File: src/rtl/umi_mux_pkg.sv
// Shared UMI definitions: arbitration-mode encodings used by the mux and its arbiter.
package umi_mux_pkg;

    localparam logic [1:0] UMI_ARB_RR    = 2'b00;
    localparam logic [1:0] UMI_ARB_FIXED = 2'b01;

endpackage

File: src/rtl/umi_arbiter.sv
// N-way request arbiter: round-robin from a rotating pointer, or fixed lowest-index priority.
// The pointer advances past the winner only when the grant is actually consumed.
module umi_arbiter
    import umi_mux_pkg::*;
#(
    parameter int unsigned N = 4
) (
    input  logic         clk,
    input  logic         nreset,
    input  logic [1:0]   mode,
    input  logic [N-1:0] requests,
    input  logic         ready,
    output logic [N-1:0] grants
);

    localparam int unsigned PtrW = $clog2(N);
    localparam logic [PtrW-1:0] LastIdx = PtrW'(N - 1);

    logic [PtrW-1:0] ptr_q, ptr_d, winner;
    logic            fixed, found;
    int              idx;

    always_comb begin
        case (mode)
            UMI_ARB_FIXED: fixed = 1'b1;
            UMI_ARB_RR:    fixed = 1'b0;
            default:       fixed = 1'b0;
        endcase
    end

    // Scan candidates in priority order; the first asserted request wins.
    always_comb begin
        found  = 1'b0;
        winner = '0;
        idx    = 0;
        for (int off = 0; off < int'(N); off++) begin
            idx = int'(ptr_q) + off;
            if (idx >= int'(N)) idx = idx - int'(N);
            if (fixed) idx = off;
            if (!found && requests[idx]) begin
                found  = 1'b1;
                winner = PtrW'(idx);
            end
        end
    end

    always_comb begin
        grants         = '0;
        grants[winner] = found;
        ptr_d          = ptr_q;
        if (ready && found) begin
            ptr_d = (winner == LastIdx) ? '0 : winner + PtrW'(1);
        end
    end

    always_ff @(posedge clk or negedge nreset) begin
        if (!nreset) begin
            ptr_q <= '0;
        end else begin
            ptr_q <= ptr_d;
        end
    end

endmodule

File: src/rtl/umi_mux.sv
// N-input UMI request merger: arbitrates single-beat packets into one registered output
// stage that can drain and refill on the same edge.
module umi_mux
    import umi_mux_pkg::*;
#(
    parameter int unsigned N      = 4,
    parameter int unsigned UW     = 256,
    parameter string       TARGET = "DEFAULT"
) (
    input  logic            clk,
    input  logic            nreset,
    input  logic [1:0]      mode,
    input  logic [N-1:0]    umi_in_valid,
    input  logic [N*UW-1:0] umi_in_packet,
    output logic [N-1:0]    umi_in_ready,
    output logic            umi_out_valid,
    output logic [UW-1:0]   umi_out_packet,
    input  logic            umi_out_ready
);

    logic          load;
    logic [N-1:0]  grant;
    logic [UW-1:0] mux_packet;
    logic [UW-1:0] packet_q, packet_d;
    logic          out_valid_q, out_valid_d;

    // Gating with nreset keeps every source unacknowledged while reset is held.
    assign load = (~out_valid_q | umi_out_ready) & nreset;

    umi_arbiter #(
        .N (N)
    ) u_arb (
        .clk      (clk),
        .nreset   (nreset),
        .mode     (mode),
        .requests (umi_in_valid),
        .ready    (load),
        .grants   (grant)
    );

    assign umi_in_ready = grant & {N{load}};

    // Grant is one-hot or zero, so an AND-OR select is sufficient.
    always_comb begin
        mux_packet = '0;
        for (int i = 0; i < int'(N); i++) begin
            mux_packet |= {UW{grant[i]}} & umi_in_packet[i*UW +: UW];
        end
    end

    always_comb begin
        out_valid_d = out_valid_q;
        packet_d    = packet_q;
        if (load) begin
            out_valid_d = |grant;
            if (|grant) packet_d = mux_packet;
        end
    end

    always_ff @(posedge clk or negedge nreset) begin
        if (!nreset) begin
            out_valid_q <= 1'b0;
            packet_q    <= '0;
        end else begin
            out_valid_q <= out_valid_d;
            packet_q    <= packet_d;
        end
    end

    assign umi_out_valid  = out_valid_q;
    assign umi_out_packet = packet_q;

    // Hook for target-specific implementations; the generic target needs nothing extra.
    if (TARGET != "DEFAULT") begin : g_target_hook
    end

endmodule

File: config.mk
export PLATFORM = sky130hd
export DESIGN_NAME = umi_mux
export DESIGN_NICKNAME = d
export VERILOG_FILES = /design/src/rtl/umi_mux_pkg.sv /design/src/rtl/umi_arbiter.sv /design/src/rtl/umi_mux.sv
export SDC_FILE = /design/constraint.sdc
export NUM_CORES = 1
export LEC_CHECK = 0
export ABC_AREA = 1
export CAP_MARGIN = 20
export CORE_AREA = 2 2 502 504
export CTS_CLUSTER_DIAMETER = 30
export DETAILED_ROUTE_END_ITERATION = 12
export DIE_AREA = 0 0 504 506
export RECOVER_POWER = 25
export SLEW_MARGIN = 10
export SYNTH_ARGS = -nofsm -noshare
export SYNTH_HDL_FRONTEND = slang
export SYNTH_SLANG_ARGS = --single-unit
export TNS_END_PERCENT = 1
File: constraint.sdc
create_clock -name clk -period 3.9 [get_ports clk]
set_input_delay 0.585 -clock clk [delete_from_list [all_inputs] [get_ports clk]]
set_output_delay 0.585 -clock clk [all_outputs]
set_load 0.03 [all_outputs]
# == Word level (Yosys, flattened, before mapping) ==
# Cells that the tools add are included.
# word_totals
ff_bits,259
in_bits,1033
out_inout_bits,261
wordCells,77
# op_classes
n_bitwise,12
mux,32
n_reduce_logical,10
order_cmp,10
addsub,8
eq_ne,2
# ops
cell,count
256-bit bitwise AND,4
256-bit OR,3
32-bit two-way mux,8
32-bit by 4-bit < comparator with 1-bit output (second input constant),4
32-bit by 4-bit greater-or-equal comparator with 1-bit output (second input constant),3
32-bit by 4-bit subtractor with 32-bit output (second input constant),3
1-bit two-way mux,14
2-bit two-way mux,5
4-bit bitwise AND,2
1-bit binary-select mux with 2-bit select,4
2-bit by 2-bit adder with 3-bit output (second input constant),2
1-bit logical AND,5
4-bit OR reduction,1
2-bit by 3-bit subtractor with 4-bit output (second input constant),1
2-bit by 1-bit adder with 3-bit output (second input constant),1
2-bit by 3-bit greater-or-equal comparator with 1-bit output (second input constant),1
1-bit logical NOT,3
2-bit by 3-bit < comparator with 1-bit output (second input constant),1
2-bit by 1-bit adder with 2-bit output (second input constant),1
1-bit demux with 2-bit select,1
2-bit by 1-bit equality test with 1-bit output (second input constant),1
2-bit equality test (second input constant),1
2-bit by 1-bit greater-or-equal comparator with 1-bit output (second input constant),1
2-bit AND reduction,1
other kinds (3),3

# == Logic depth before layout (Yosys ltp) ==
# Gate-level depths: netlist (run 1).
# depth
word_depth,25
ltp_mapped,23
mapped_depth_nobuf,18

# == Modules after synthesis ==
# Synthesis (run 1) repeated with hierarchy kept, for this count alone.
# unflattened
cells_unflattened,2590
hier_area_um2,16508.3
# modules_own_cells
module,instances,seq_area_each_um2,cells_each,area_per_inst_um2
umi_mux,1,6431.2,2498,15932.8
umi_arbiter,1,50.0,92,575.6

# == Least setup slack after synthesis (run 1) ==
# Ideal clock, no wire load.
# synth_path
kind,input -> output
startpoint,input port mode[1]
endpoint,output port umi_in_ready[2]
arrival_ps,3113
t_required_ps,3315
cell_stages,19
path_buffers,6
setup_slack_ps,202
path_cell_list,inv_2 > nand2_4 > nand2_1 > inv_2 > nand3_1 > nand2_1 > nand4_1 > buf_4 > buf_6 > buf_6 > nand3_1 > nand2_1 > inv_1 > ha_1 > clkbuf_1 > clkbuf_1 > buf_1 > inv_1 > nor2_1
# synth_between
elab_chain_len,22
word_cells_on_any_way,39
cone_classes,order compare: 2; eq/ne: 1; mux: 27; bitwise: 2; reduce/logical: 7
# synth_rtl
element,line_no,rtl
start: declaration,umi_mux.sv:12,"input logic [1:0] mode,"
2-bit by 1-bit equality test with 1-bit output (*),umi_arbiter.sv:24,case (mode)
1-bit two-way mux (*),umi_arbiter.sv:24,
32-bit two-way mux,umi_arbiter.sv:39,if (fixed) idx = off;
1-bit binary-select mux with 2-bit select,umi_arbiter.sv:40,if (!found && requests[idx]) begin
1-bit two-way mux (not written as such) (2 in a row),umi_arbiter.sv:40,
1-bit two-way mux,umi_arbiter.sv:40,
1-bit logical NOT,umi_arbiter.sv:40,
1-bit logical AND,umi_arbiter.sv:40,
[5 not listed],-,
1-bit logical AND,umi_arbiter.sv:40,
2-bit two-way mux,umi_arbiter.sv:40,
2-bit by 3-bit < comparator with 1-bit output (not written as such) or 2-bit by 1-bit greater-or-equal comparator with 1-bit output (tied branches),umi_arbiter.sv:49,grants[winner] = found;
1-bit logical AND (not written as such),umi_arbiter.sv:49,
1-bit two-way mux (not written as such),umi_arbiter.sv:49,
1-bit demux with 2-bit select,-,
4-bit bitwise AND (no line) (*),-,
4-bit bitwise AND (*),umi_mux.sv:41,assign umi_in_ready = grant & {N{load}};
end: declaration,umi_mux.sv:15,"output logic [N-1:0] umi_in_ready,"
# Every way passes the cells marked *; elsewhere a longest branch is shown, timed or not. The select of a mux whose other input is x is not followed.

# == Worst setup path after layout (run 1) ==
# layout_path
startpoint,input port mode[1]
endpoint,output port umi_in_ready[1]
# Same word-level chain as after synthesis.

==> out/qor.txt, run 1 <==
CTS Buf Count = 110
Chip width = 504 um
Total track usage = 0.178
H-tree Lvls = 3
Nets@finish = 5748
GPL Wtd Cong = 0.980
Hold Vio Cnt, Final = 0
Crit start category = primary input
Via count = 29900
Global-route wire length before repair = 298000 um
Row count = 184
Period utilisation layout = 0.926
Max Slew Vio Count = 138
First-pass detailed-route iteration total = 5
Fmax = 277 MHz
Pwr dens = 947 mW/mm2
Leakage = 19.1 nW
Critical path fanouts, max = 11
Simple-Gate Fraction of Synth Area = 0.482
Synth Area in XOR/XNOR = 0
WP data arrival = 3.03 ns
Crit. End Element = output port
Seq/Total Area, Yosys = 0.317
Initial core utilization = 0.0817
Max Buffers Root-to-Sink = 3
Input/output buffers = 1293
Ratio of cells with drive above 1 in the final layout = 0.0747
Main combinational cell family by area after synthesis = simple AND/OR/NAND/NOR gates
Yosys reg bits = 259
Largest net degree at the start of global routing = 126
Crit Path Class = in2out
Reg clk slew, reported paths = 0.04 ns
# DRC = 0
VDD IR-drop max = 0.527 mV
Slew headroom = -0.766
R2r endpoint = umi_out_packet[75]
Detailed Place HPWL = 204000 um
RSZ-0062 raised after global routing = no
Post-synthesis mux area share = 0
Fin Setup TNS = 0 ns
Compound-Gate Fraction of Synth Area = 0.0649
Violated checks = capacitance limit, slew limit
Vias in the first global route = 28700
Avg Cell Area, Syn = 5.93 um2
Overflow after GRT = 0
Vias per inst = 3.62
Synth Instances = 3443
Die Ht = 506 um
Cell Area, Synth = 0.0204 mm2
Initial antenna violation count = 261
Mean routed wirelength per cell = 28.7 um
Top-Level Pins = 1294
Clk Latency, worst-skew pair = 0.76 ns
Final ANT Viol Nets = 0
Max cap viols = 2
Synth-to-Final Area Change = 105%
Die ar. = 0.255 mm2
Net Count, Synth = 4480
Overall routed net length = 237000 um
Final Setup Violations = 0
Clock Sinks = 259
DR iter-0 viols = 2529
Root Driver = clkbuf_16
Adder-Cell Fraction of Synth Area = 0.00245
Post-synth cell types = 27
Final instance area = 0.0420 mm2
Tmin final = 3.61 ns
CTS tree = done
Core Region = 0.250 mm2
R2R cell count = 14
YS warnings = 0
Hold Path Class = in2async
RR Startpoint = u_arb.ptr_q[0]
Flop2flop setup slack = 0.85 ns
Worst slew pin tran = 2.65 ns
Clock skew = 0.0551 ns
Status = finished, violations left
CP required = 3.31 ns
Area post-placement = 0.0377 mm2
## synthesized netlist by cell type, drive strengths merged
library cell	instances	share of area
a21oi	258	0.063
a22oi	1	0.00037
a31oi	1	0.00031
buf	176	0.062
clkbuf	112	0.021
clkinv	1	0.00018
dfrtp	259	0.32
ha	4	0.0025
inv	275	0.051
nand2	794	0.15
nand3	779	0.19
nand3b	1	0.00037
nand4	1	0.00031
nor2	775	0.14
nor3	1	0.00024
o21ai	4	0.00098
or2	1	0.00031
## power breakdown
part           leakage [nW]  switching [W]  internal, W
registers              2.93       0.000898      0.00412
clock network          1.92        0.00281      0.00663
logic                  14.3         0.0167      0.00858
## timing repair
action,in CTS,in global routing
endpoints found under the setup margin,0,3
hold buffers,1,0
buffers inserted,0,0
endpoints found under the hold margin,28,0
resized for setup,0,2
## worst max-delay path by stage
stage,start,endpoint,depth (start not counted)
5_1_grt,u_arb.ptr_q[0],umi_in_ready[1],12
3_3_place_gp,mode[1],umi_out_packet[199],19
3_5_place_dp,mode[1],umi_out_packet[199],19
4_1_cts,u_arb.ptr_q[0],umi_in_ready[3],14
2_1_floorplan,mode[1],umi_in_ready[2],19
6_report,mode[1],umi_in_ready[1],15
## state kept, by name, indices dropped and copies added, names as in the netlist
name,flops
umi_out_packet,256
u_arb.ptr_q,2
umi_out_valid,1
## cells in the final DEF (no fill, tap or decap), types with 18 or more instances in the layout
| master | n |
|---|---|
| clkbuf_16 | 110 |
| nand3_1 | 778 |
| clkbuf_1 | 18 |
| buf_12 | 51 |
| inv_1 | 270 |
| a21oi_1 | 258 |
| diode_2 | 97 |
| dfrtp_1 | 258 |
| clkbuf_8 | 28 |
| buf_4 | 98 |
| nor2_1 | 775 |
| clkdlybuf4s50_1 | 1288 |
| nand2_1 | 790 |
## worst max-delay path, stage by stage
cell             delay (ns)
clkdlybuf4s50_1        0.54
inv_2                  0.06
nand2_4                0.11
nand2_1                0.13
inv_2                  0.09
nand3_1                0.07
nand2_1                0.11
inv_1                  0.08
nor3_1                 0.22
a22oi_2                0.12
inv_1                  0.17
ha_4                   0.36
inv_1                  0.09
nor2_1                 0.11
buf_4                  0.17
## per-layer routing
metal	vias to the layer above	track usage	share of wire
met1	13800	0.204	0.39
met3	517	0.117	0.15
li1	13600	-	-
met2	1743	0.256	0.41
met5	-	0	0.0038
met4	140	0.0827	0.049
## per-stage QoR
| step | util | hold slack (ns) | std cells | setup WS [ns] | power [W] |
|---|---|---|---|---|---|
| 2_1_floorplan | - | 0.289 | 3443 | 0.202 | 0.0172 |
| 5_1_grt | 0.167 | 0.296 | 8189 | 0.00855 | 0.0423 |
| 6_report | 0.168 | 0.335 | 8248 | 0.287 | 0.0397 |
| 3_5_place_dp | 0.151 | 0.495 | 7946 | 0.0363 | 0.0306 |
| 3_3_place_gp | 0.151 | 0.489 | 7946 | 0.00486 | 0.0306 |
| 4_1_cts | 0.167 | 0.259 | 8151 | 0.0642 | 0.0404 |
## final cells by class
type                            instances  area, um2
Antenna cell                           97        243
Clock inverter                         51        817
Multi-Input combinational cell       2620      11300
Clock buffer                          153       3190
Fill cell                           28800     208000
Sequential cell                       259       6480
Timing Repair Buffer                 1444      14700
Tap cell                             3348       4190
Inverter                              276       1040
## logic make-up (layout without fill, tap and decap cells)
group	Yosys count	in the layout
adder cells (fa/ha/maj)	4	4
AO/OA/AOI/OAI	264	264
other	0	97
AND/OR/NAND/NOR	2352	2352
flip-flops	259	259
buffers and inverters	564	1924
Note: power is estimated with default switching activity, not from simulation.
==> run 2, diff against run 1 <==
- CAP_MARGIN: 20 -> 40
- clock period: 3.9 -> 4.02 ns (I/O delays scaled with it)
==> run 2 against run 1 <==
  * The run still ends with capacitance limit, slew limit left
  * Combinational power is 3% lower
  * Power is 2.1% lower
  * Utilization is 0.12 points higher
  * Die area stayed put
  * Cell area is 0.70% higher
  * Routed wire length is 1.3% higher
  * Final cell count is 0.17% higher
  * Worst setup slack hardly changed
  * Flip-flop and latch count stayed put
  * Critical endpoint unchanged
  * Largest power group unchanged
==> out/qor.txt, run 2 (synthesized netlist as in run 1, its figures left out) <==
CTS tree = done
Placed Cells = 7952
Critical path fanouts, max = 14
Total track usage = 0.180
Clk Latency, worst-skew pair = 0.71 ns
Most frequent cells in the layout = clkdlybuf4s50_1, nand2_1, nand3_1
Pwr dens = 921 mW/mm2
CP required = 3.42 ns
Crit Path Class = in2out
VDD IR-drop max = 0.626 mV
H-tree Lvls = 3
Final ANT Viol Nets = 0
Max cap viols = 3
Hold Vio Cnt, Final = 0
Ratio of cells with drive above 1 in the final layout = 0.0772
Vias in the first global route = 28600
GPL Wtd Cong = 0.985
Pre-CTS setup slack = 0.0364 ns
Largest net degree at the start of global routing = 187
R2R cell count = 17
DR iter-0 viols = 2771
Max Buffers Root-to-Sink = 3
Nets@finish = 5761
# DRC = 0
Violated checks = capacitance limit, slew limit
Crit start category = primary input
Status = finished, violations left
Chip width = 504 um
Flop2flop setup slack = 0.91 ns
Mean routed wirelength per cell = 29.0 um
Slowest-stage cell, CP = clkdlybuf4s50_1
Max Slew Vio Count = 120
Overall routed net length = 240000 um
CP most frequent cell = inv_1
CTS Buf Count = 112
Via count = 30100
Die Ht = 506 um
Period utilisation layout = 0.929
Final Total Pwr = 0.0389 W
Worst slew pin tran = 2.34 ns
Crit. End Element = output port
Fin cells = 8262
Worst path buffer plus inverter count = 9
Commonest non-fill, non-tap cell in the layout = clkdlybuf4s50_1
Die ar. = 0.255 mm2
Reg clk slew, reported paths = 0.04 ns
Top-Level Pins = 1294
Initial antenna violation count = 263
Fin Setup TNS = 0 ns
Row count = 184
Leakage = 19.3 nW
Vias per inst = 3.64
Clock skew = 0.0372 ns
Initial core utilization = 0.0817
RSZ-0062 raised after global routing = no
Global-route wire length before repair = 302000 um
Input/output buffers = 1293
Overflow after GRT = 0
Fmax = 268 MHz
R2r endpoint = umi_out_packet[153]
Flip-flop count of the largest register after layout = 256
Clock Sinks = 259
Root Driver = clkbuf_16
Hold Path Class = in2async
Slew headroom = -0.563
Critical path's top delay family = buffers and inverters
Detailed Place HPWL = 206000 um
Final Setup Violations = 0
WP data arrival = 3.13 ns
Util after Layout = 0.169
Worst Setup Slack, final = 0.287 ns
RR Startpoint = u_arb.ptr_q[0]
First-pass detailed-route iteration total = 5
Critical path's largest stage delay = 0.53 ns
Tmin final = 3.73 ns
Synth-to-Final Area Change = 107%
Core Region = 0.250 mm2
Crit path cell chain = clkdlybuf4s50_1, inv_2, nand2_4, nand2_1, inv_2, nand3_1, nand2_1, inv_1, nor3_1, a22oi_1, buf_4, inv_1, ha_4, buf_12, inv_1, nor2_1, buf_4
==> run 2: worst max path at each step <==
stage / startpoint / to / slack (ns) / cells after the start
after floorplan: mode[1] / umi_in_ready[2] / 0.29 / 19
after global placement: mode[1] / umi_out_packet[153] / 0.05 / 19
after detailed placement: mode[1] / umi_out_packet[153] / 0.04 / 19
after CTS: u_arb.ptr_q[0] / umi_in_ready[0] / 0.09 / 15
after global routing: mode[1] / umi_in_ready[1] / 0.007 / 17
final: mode[1] / umi_in_ready[1] / 0.29 / 17
==> run 2: repair_timing <==
action,in CTS,in global routing
setup endpoints to repair,0,3
hold endpoints to repair,5,0
buffers inserted,0,2
hold buffers,1,0
gates resized for setup,0,1
==> run 2: power breakdown <==
| group | total [W] | internal [W] | switching, W |
|---|---|---|---|
| registers | 0.00489 | 0.00400 | 0.000894 |
| logic | 0.0246 | 0.00837 | 0.0162 |
| clock network | 0.00941 | 0.00673 | 0.00269 |
| total | 0.0389 | 0.0191 | 0.0198 |
==> run 2: layout make-up <==
class | instances | area (um2)
Fill cell | 28600 | 208000
Timing Repair Buffer | 1455 | 14900
Multi-Input combinational cell | 2620 | 11300
Sequential cell | 259 | 6480
Tap cell | 3348 | 4190
Clock buffer | 157 | 3270
Inverter | 276 | 1040
Clock inverter | 51 | 842
Antenna cell | 96 | 240
==> run 2: metrics by stage <==
stage / hold WS, ns / instance area [um2]
3_3_place_gp: 0.451 / 37500
4_1_cts: 0.269 / 42000
3_5_place_dp: 0.451 / 37800
5_1_grt: 0.283 / 42100
2_1_floorplan: 0.307 / 20400
6_report: 0.338 / 42200
==> run 2: layer usage <==
| layer | routed length, um | vias up | global-route usage |
|---|---|---|---|
| met5 | 935 | - | 0 |
| met4 | 8370 | 140 | 0.0501 |
| met3 | 35300 | 524 | 0.118 |
| met2 | 101000 | 1841 | 0.274 |
| met1 | 93900 | 13900 | 0.207 |
| li1 | - | 13700 | - |
==> run 3, diff against run 2 <==
- CTS_BUF_LIST: not set -> sky130_fd_sc_hd__clkbuf_2 sky130_fd_sc_hd__clkbuf_4 sky130_fd_sc_hd__clkbuf_8
- clock period: 4.02 -> 4.5 ns (I/O delays scaled with it)
==> run 3 against run 2 <==
  * The flow still finishes with violations (capacitance limit, slew limit)
  * Clock power is 40% lower
  * Cell area is 4.2% lower
  * Flip-flop and latch count stayed put
  * Global-route usage is 0.36 points lower
  * Worst setup slack better by 0.18 ns
  * Die area stayed put
  * Sequential share of layout area is 0.67 points higher
  * Register-to-register slack better by 0.29 ns
  * Power is 19% lower
  * Worst hold slack better by 0.14 ns
  * Critical path depth is 9 lower
  * Critical endpoint is now umi_in_ready[0]
  * Largest power group unchanged
==> out/qor.txt, run 3 (synthesized netlist as in run 1, its figures left out) <==
Status = finished, violations left
Violated checks = capacitance limit, slew limit
Vias per inst = 3.67
Overall routed net length = 235000 um
Fin cells = 8218
NetSw = 0.0171 W
Final Setup Violations = 0
Top-Level Pins = 1294
Max Slew Vio Count = 123
Via count = 30100
Crit. End Element = output port
Flip-flop count of the largest register after layout = 256
First-pass detailed-route iteration total = 6
Fmax = 248 MHz
Placed Cells = 7930
Mean routed wirelength per cell = 28.6 um
Input/output buffers = 1293
Initial antenna violation count = 272
# DRC = 0
RSZ-0062 raised after global routing = no
Root Driver = clkbuf_8
Vias in the first global route = 28100
Clock skew = 0.0814 ns
Die Ht = 506 um
Row count = 184
VDD IR-drop max = 0.526 mV
Chip width = 504 um
Post-cts sizing count = 0
Combinational fraction of design power = 0.684
Core Region = 0.250 mm2
Worst slew pin tran = 2.87 ns
Reg clk slew, reported paths = 0.06 ns
Global-route wire length before repair = 295000 um
Critical path fanouts, max = 26
Util after Layout = 0.162
Sw frac = 0.542
WP data arrival = 3.36 ns
Pre-CTS setup slack = 0.454 ns
Ratio of cells with drive above 1 in the final layout = 0.0732
Crit Path Class = in2out
Slew headroom = -0.916
DR iter-0 viols = 2748
Largest net degree at the start of global routing = 164
Die ar. = 0.255 mm2
Clock share of power = 0.179
Initial core utilization = 0.0817
Period utilisation layout = 0.897
Fill cell count = 28900
Hold Path Class = in2reg
Most frequent cells in the layout = clkdlybuf4s50_1, nand2_1, nand3_1
Total track usage = 0.177
CP most frequent cell = buf_4
CTS Buf Count = 105
Final ANT Viol Nets = 0
Overflow after GRT = 0
Commonest non-fill, non-tap cell in the layout = clkdlybuf4s50_1
Tmin final = 4.04 ns
Hold Vio Cnt, Final = 0
Worst path buffer plus inverter count = 5
Area of the multi-input gates = 0.0113 mm2
Max Buffers Root-to-Sink = 3
Detailed Place HPWL = 202000 um
CTS tree = done
Leakage = 18.5 nW
Clock Sinks = 259
Worst Setup Slack, final = 0.463 ns
Crit start category = primary input
Pwr dens = 782 mW/mm2
Seq. cell area = 0.00648 mm2
Clk Latency, worst-skew pair = 0.89 ns
Synth-to-Final Area Change = 98.2%
H-tree Lvls = 3
Critical path's largest stage delay = 0.55 ns
Nets@finish = 5729
Slowest-stage cell, CP = dlygate4sd3_1
Fin Setup TNS = 0 ns
Pint = 0.0145 W
Sequential power share = 0.137
Crit path cell chain = dlygate4sd3_1, clkbuf_1, o21ai_0, inv_8, nand2_8, buf_4, nor2_1, buf_4
Critical path's top delay family = buffers and inverters
CP required = 3.83 ns
Max cap viols = 3
GPL Wtd Cong = 1.01
[run 3: routing by layer]
layer / vias to the layer above / track usage / share of wire
li1: 13600 / - / -
met1: 13800 / 0.204 / 0.39
met2: 1998 / 0.264 / 0.42
met3: 554 / 0.110 / 0.15
met4: 146 / 0.0642 / 0.042
met5: - / 0 / 0.0043
[run 3: path summary, 6_finish.rpt]
kind	startpoint	end	slack, ns	depth (start not counted)
worst max-delay path	nreset	umi_in_ready[0]	0.46	8
worst min-delay path	umi_in_packet[113]	umi_out_packet[113]	0.48	5
worst max register to register	u_arb.ptr_q[0]	umi_out_packet[114]	1.20	14
worst min register to register	umi_out_packet[16]	umi_out_packet[16]	0.50	2
max in group asynchronous	nreset	umi_out_packet[58]	0.60	4
min in group asynchronous	nreset	umi_out_packet[36]	1.46	3
[run 3: power groups by stage]
stage | clock network (W) | registers [W] | logic [W]
2_1_floorplan | 0 | 0.00654 | 0.00839
3_3_place_gp | 0 | 0.00431 | 0.0216
5_1_grt | 0.00592 | 0.00448 | 0.0233
4_1_cts | 0.00580 | 0.00434 | 0.0219
3_5_place_dp | 0 | 0.00433 | 0.0218
6_report | 0.00565 | 0.00434 | 0.0216
[run 3: layout make-up]
cell class,count,share of cell area
multi-input cells,2620,0.279
flip-flops and latches,259,0.160
clock buffers,149,0.0481
repair buffers,1430,0.361
clock inverters,47,0.0174
inverters,276,0.0258
well taps,3348,0.104
diodes,89,0.00550
[run 3: worst reg2reg max path, stage by stage (launching register included)]
cell	delay, ns
dfrtp_1	0.58
nand3_1	0.20
nand3_1	0.12
nand2_1	0.10
inv_1	0.10
a21oi_1	0.06
or2_2	0.27
nand2_1	0.20
ha_4	0.46
buf_12	0.26
buf_12	0.25
nand3_1	0.10
nand2_1	0.34
nor2_1	0.11
nor2_1	0.10
[run 3: through the flow]
step	instance area [um2]	hold slack (ns)	power, W
6_report	40500	0.480	0.0316
5_1_grt	40300	0.431	0.0337
4_1_cts	40200	0.346	0.0320
3_5_place_dp	37600	0.496	0.0261
3_3_place_gp	37300	0.486	0.0259
2_1_floorplan	20400	0.379	0.0149
[run 3: what timing repair did]
| action | CTS | global route |
|---|---|---|
| hold buffers | 1 | 0 |
| setup buffers | 0 | 0 |
| setup endpoints to repair | 0 | 0 |
| hold endpoints to repair | 61 | 0 |
